### src/rtl/tug_referee.sv
// Tug-of-war round/match referee.
// Turns player presses into registered move pulses, awards a point when a
// player pushes past their end light, holds the point display, re-centres
// the playfield and stops the match once a player reaches the target score.
//
//   state    | meaning
//   ---------+-------------------------------------------------------------
//   ST_SERVE | one-cycle field re-centre, presses ignored
//   ST_PLAY  | presses become move pulses, edge pushes award points
//   ST_POINT | point display hold, presses ignored
//   ST_OVER  | match decided, everything frozen until reset
module tug_referee #(
    parameter int WIN_SCORE   = 7,
    parameter int HOLD_CYCLES = 4,
    parameter int SCORE_W     = 3
) (
    input  logic               Clock,
    input  logic               reset,
    input  logic               L,
    input  logic               R,
    input  logic               leftEdge,
    input  logic               rightEdge,
    output logic               fieldReset,
    output logic               moveL,
    output logic               moveR,
    output logic [SCORE_W-1:0] scoreL,
    output logic [SCORE_W-1:0] scoreR,
    output logic               pointL,
    output logic               pointR,
    output logic               gameOver
);

    localparam int HOLD_W = (HOLD_CYCLES > 1) ? $clog2(HOLD_CYCLES) : 1;
    localparam logic [HOLD_W-1:0]  HOLD_LOAD = HOLD_W'(HOLD_CYCLES - 1);
    localparam logic [SCORE_W-1:0] WIN_S     = SCORE_W'(WIN_SCORE);

    typedef enum logic [1:0] {
        ST_SERVE,
        ST_PLAY,
        ST_POINT,
        ST_OVER
    } state_t;

    state_t              state_q, state_d;
    logic [HOLD_W-1:0]   hold_q, hold_d;
    logic [SCORE_W-1:0]  score_l_q, score_l_d;
    logic [SCORE_W-1:0]  score_r_q, score_r_d;
    logic                move_l_q, move_l_d;
    logic                move_r_q, move_r_d;
    logic                point_l_q, point_l_d;
    logic                point_r_q, point_r_d;
    logic                game_over_q, game_over_d;
    logic                field_reset_q, field_reset_d;

    logic                win_l, win_r;
    logic [SCORE_W-1:0]  winner_score;

    // A press only scores when it pushes off the player's own end light;
    // a simultaneous opposing press cancels it.
    assign win_l = leftEdge  & L & ~R;
    assign win_r = rightEdge & R & ~L;
    assign winner_score = point_l_q ? score_l_q : score_r_q;

    // Next-state and next-output logic; outputs are computed one cycle early
    // so every port comes straight from a flop.
    always_comb begin
        state_d       = state_q;
        hold_d        = hold_q;
        score_l_d     = score_l_q;
        score_r_d     = score_r_q;
        move_l_d      = 1'b0;
        move_r_d      = 1'b0;
        point_l_d     = point_l_q;
        point_r_d     = point_r_q;
        game_over_d   = game_over_q;
        field_reset_d = 1'b0;

        case (state_q)
            ST_SERVE: begin
                state_d = ST_PLAY;
            end
            ST_PLAY: begin
                if (win_l) begin
                    state_d   = ST_POINT;
                    score_l_d = (score_l_q >= WIN_S) ? score_l_q : score_l_q + SCORE_W'(1);
                    point_l_d = 1'b1;
                    point_r_d = 1'b0;
                    hold_d    = HOLD_LOAD;
                end else if (win_r) begin
                    state_d   = ST_POINT;
                    score_r_d = (score_r_q >= WIN_S) ? score_r_q : score_r_q + SCORE_W'(1);
                    point_l_d = 1'b0;
                    point_r_d = 1'b1;
                    hold_d    = HOLD_LOAD;
                end else begin
                    move_l_d = L & ~R;
                    move_r_d = R & ~L;
                end
            end
            ST_POINT: begin
                if (hold_q == '0) begin
                    point_l_d     = 1'b0;
                    point_r_d     = 1'b0;
                    field_reset_d = 1'b1;
                    if (winner_score == WIN_S) begin
                        state_d     = ST_OVER;
                        game_over_d = 1'b1;
                    end else begin
                        state_d = ST_SERVE;
                    end
                end else begin
                    hold_d = hold_q - HOLD_W'(1);
                end
            end
            ST_OVER: begin
                field_reset_d = 1'b1;
                game_over_d   = 1'b1;
            end
            default: begin
                state_d       = ST_SERVE;
                field_reset_d = 1'b1;
            end
        endcase
    end

    // State and output registers with synchronous active-low reset.
    always_ff @(posedge Clock) begin
        if (!reset) begin
            state_q       <= ST_SERVE;
            hold_q        <= '0;
            score_l_q     <= '0;
            score_r_q     <= '0;
            move_l_q      <= 1'b0;
            move_r_q      <= 1'b0;
            point_l_q     <= 1'b0;
            point_r_q     <= 1'b0;
            game_over_q   <= 1'b0;
            field_reset_q <= 1'b1;
        end else begin
            state_q       <= state_d;
            hold_q        <= hold_d;
            score_l_q     <= score_l_d;
            score_r_q     <= score_r_d;
            move_l_q      <= move_l_d;
            move_r_q      <= move_r_d;
            point_l_q     <= point_l_d;
            point_r_q     <= point_r_d;
            game_over_q   <= game_over_d;
            field_reset_q <= field_reset_d;
        end
    end

    assign fieldReset = field_reset_q;
    assign moveL      = move_l_q;
    assign moveR      = move_r_q;
    assign scoreL     = score_l_q;
    assign scoreR     = score_r_q;
    assign pointL     = point_l_q;
    assign pointR     = point_r_q;
    assign gameOver   = game_over_q;

endmodule
### config.mk
export PLATFORM = sky130hd
export DESIGN_NAME = tug_referee
export DESIGN_NICKNAME = d
export VERILOG_FILES = /design/src/rtl/tug_referee.sv
export SDC_FILE = /design/constraint.sdc
export NUM_CORES = 1
export LEC_CHECK = 0
export ABC_AREA = 1
export CORE_MARGIN = 2
export CORE_UTILIZATION = 52
export CTS_BUF_LIST = sky130_fd_sc_hd__clkbuf_8 sky130_fd_sc_hd__clkbuf_16
export CTS_CLUSTER_DIAMETER = 120
export CTS_CLUSTER_SIZE = 20
export DETAILED_ROUTE_END_ITERATION = 6
export PLACE_DENSITY = 0.81
export SYNTH_ARGS = -nofsm -noshare
export SYNTH_HDL_FRONTEND = slang
export SYNTH_SLANG_ARGS = --single-unit
### constraint.sdc
create_clock -name Clock -period 2.1 [get_ports Clock]
set_input_delay 0.21 -clock Clock [delete_from_list [all_inputs] [get_ports Clock]]
set_output_delay 0.21 -clock Clock [all_outputs]
set_load 0.01 [all_outputs]
==> impl_metrics.csv <==
group,metric,value,unit
clocking,cts_tree,"built",
clocking,cts_resized,0,
clocking,postCtsSetupBuffers,0,
pwr,power_frac_comb,42.0,%
floorplanning,die-area,2000,um2
place,io_buffers,17,
place,dp_hpwl,1.21,mm
synth,synth.top_cells.by_area,"dfxtp_1 (37%), ha_1 (13%), inv_1 (6.5%), nor2_1 (6.1%), nand2_1 (5.7%)",
pwr,clkPwrFrac,20.5,%
setup_path,crit_start,"state_q[0]",
pwr,power_density,1040,nW/um2
global_routing,grt_max_degree,12,
synth,async_flop_share,0,%
cells_and_area,finalCoreUtilization,70.6,%
cells_and_area,syn2layout_area_growth,25.0,%
floorplanning,core_area,1520,um2
timing,min_period,1.50,ns
floorplanning,die_width,44.7,um
setup_path,path_class,"reg2reg",
route,routed_wirelength,1.71,mm
clocking,cts_buffers,3,
floorplanning,io_pins,18,
pwr,ir_drop,0.000541,V
timing,timing.final.max_slew_violations,0,
timing,hold_violations,0,
setup_path,reg2reg_from,"state_q[0]",
timing,max_clock_freq,0.669,GHz
route,drt-initial-drc-count,15,
setup_path,rrSetupSlack,0.60,ns
cells_and_area,drive_above_1_share,13.4,%
synth,synth.most_common_cell,"dfxtp_1",
pwr,switchingPower,412,uW
clocking,clockBufferDepth,2,
synth,syn_nets,124,
timing,tns,0,ns
synth,syn_inst,109,
clocking,root_buffer,"clkbuf_8",
floorplanning,rows,14,
synth,synth_top_area_share,37.2,%
floorplanning,fp.dieH,44.7,um
synth,synth_warnings,0,
route,drc,0,
timing,rsz0062_at_grt,"false",
synth,ys.flop_type,"dfxtp_1",
hold_path,min_path_type,"reg2reg",
setup_path,cp_max_fo,8,
pwr,swShare,36.8,%
synth,synthTopCellsByCount,"dfxtp_1 (16), inv_1 (15), nor2_1 (14)",
global_routing,grt_overflow,0,
route,wl_per_cell,11.9,um
synth,ys_ff_latch,16,
hold_path,hold_start,"hold_q[1]",
synth,ys_seq_area_share,37.2,%
pwr,power_frac_seq,37.5,%
job,cap_viol_max_count,0,
cells_and_area,nets,144,
setup_path,critPathCaptureType,"register",
setup_path,timing.rr.end,"state_q[0]",
setup_path,r2r_cells,8,
clocking,clkSinkCount,16,
timing,clock_skew,0.00114,ns
synth,synth_edf_count,0,
synth,synth_cell_types,24,
place,gp_congestion,0.790,
global_routing,grt_pass1_wl,2.98,mm
setup_path,critPathRequiredTime,2.24,ns
clocking,path_clk_slew,0.06,ns
cells_and_area,num-fill-cells,132,
synth,synth_top_cell_by_area,"dfxtp_1",
synth,postSynthAreaPerCell,7.90,um2
global_routing,grt_pass1_vias,704,
route,num_vias,729,
cells_and_area,antenna_cells,0,
setup_path,crit_path_end,"state_q[0]",
clocking,clk_latency,0.25,ns
run_status,outcome,"complete, no violations",
pwr,p_leak,0.000498,uW
route,dr.pass1.iters,4,
route,vias_per_cell,5.10,
global_routing,grt_use_total,20.8,%
timing,tightestPinTransition,0.380,ns
timing,finalSetupViolCount,0,
floorplanning,start_util,56.5,%
setup_path,crit_path_start_kind,"register",
clocking,holdBufCountCts,0,
synth,netlist_area,861,um2
setup_path,worst-endpoint-arrival,1.64,ns
route,ant_nets,0,
timing,max-slew-margin-rel,74.6,%
global_routing,antenna_found_initial,0,
clocking,cts-htree-levels,1,
timing,period_share,71.2,%
pwr,p_int,707,uW
state kept, by name, indices dropped and copies added, names as in the netlist:
register    cells
moveL           1
scoreR          3
scoreL          3
gameOver        1
fieldReset      1
pointR          1
pointL          1
hold_q          2
state_q         2
moveR           1
metrics by stage:
step	area [um2]	total power, uW	cells	hold slack, ns	setup slack (ns)
final	1080	1120	143	0.468	0.605
after CTS	1080	1120	143	0.471	0.622
after floorplan	861	750	109	0.349	0.755
after global routing	1080	1200	143	0.509	0.483
after global placement	1030	880	140	0.447	0.621
after detailed placement	1030	883	140	0.463	0.610
worst max-delay path, cell delays in order, from the launching register on:
cell and delay [ns]:
dfxtp_1 0.38, inv_1 0.08, ha_1 0.32, inv_4 0.09
nor2_2 0.05, nor2_2 0.11, nand2_2 0.11, nor3b_1 0.20
nor2_1 0.05
metal layers:
metal | global-route usage [%] | share of wire, %
met1 | 25.4 | 48
met2 | 33.6 | 47
met3 | 4.49 | 2.5
met4 | 11.5 | 1.8
met5 | 0 | 0
layout by cell type (no fill, tap or decap), drive strengths merged:
cell / count
nor3b: 1
nand4: 4
a21oi: 7
xor2: 1
xnor2: 1
ha: 9
nand3b: 1
dfxtp: 16
nand2: 15
o21ai: 6
nor2: 19
o21a: 1
inv: 18
nand3: 8
clkdlybuf4s50: 17
clkbuf: 3
power groups by stage:
| stage | Combinational, uW | Sequential [uW] | Clock [uW] |
|---|---|---|---|
| after CTS | 469 | 419 | 231 |
| after global routing | 523 | 428 | 244 |
| final | 470 | 419 | 230 |
| after floorplan | 312 | 438 | 0 |
| after detailed placement | 457 | 426 | 0 |
| after global placement | 455 | 425 | 0 |
kinds of logic (layout without fill, tap and decap cells):
family                   after synthesis  after routing  share of synthesized area [%]
AND/OR/NAND/NOR                       48             48                           29.2
AO/OA/AOI/OAI                         14             14                           8.43
adder cells (fa/ha/maj)                9              9                           13.1
flip-flops                            16             16                           37.2
buffers and inverters                 20             38                           10.0
XOR/XNOR                               2              2                           2.04
worst min-delay path by stage:
stage / end / slack (ns) / depth (start not counted)
after floorplan: moveL / 0.35 / 2
after global placement: hold_q[1] / 0.45 / 2
after detailed placement: hold_q[1] / 0.46 / 2
after CTS: hold_q[1] / 0.47 / 2
after global routing: pointR / 0.51 / 2
final: hold_q[1] / 0.47 / 2
cell type report:
| type | instances | area [um2] | area share [%] |
|---|---|---|---|
| Clock buffer | 3 | 41.3 | 3.84 |
| Sequential cell | 16 | 320 | 29.8 |
| Timing Repair Buffer | 17 | 170 | 15.8 |
| Multi-Input combinational cell | 73 | 454 | 42.2 |
| Inverter | 18 | 70.1 | 6.51 |
| Tap cell | 16 | 20.0 | 1.86 |
Note: power is estimated with default switching activity, not from simulation.
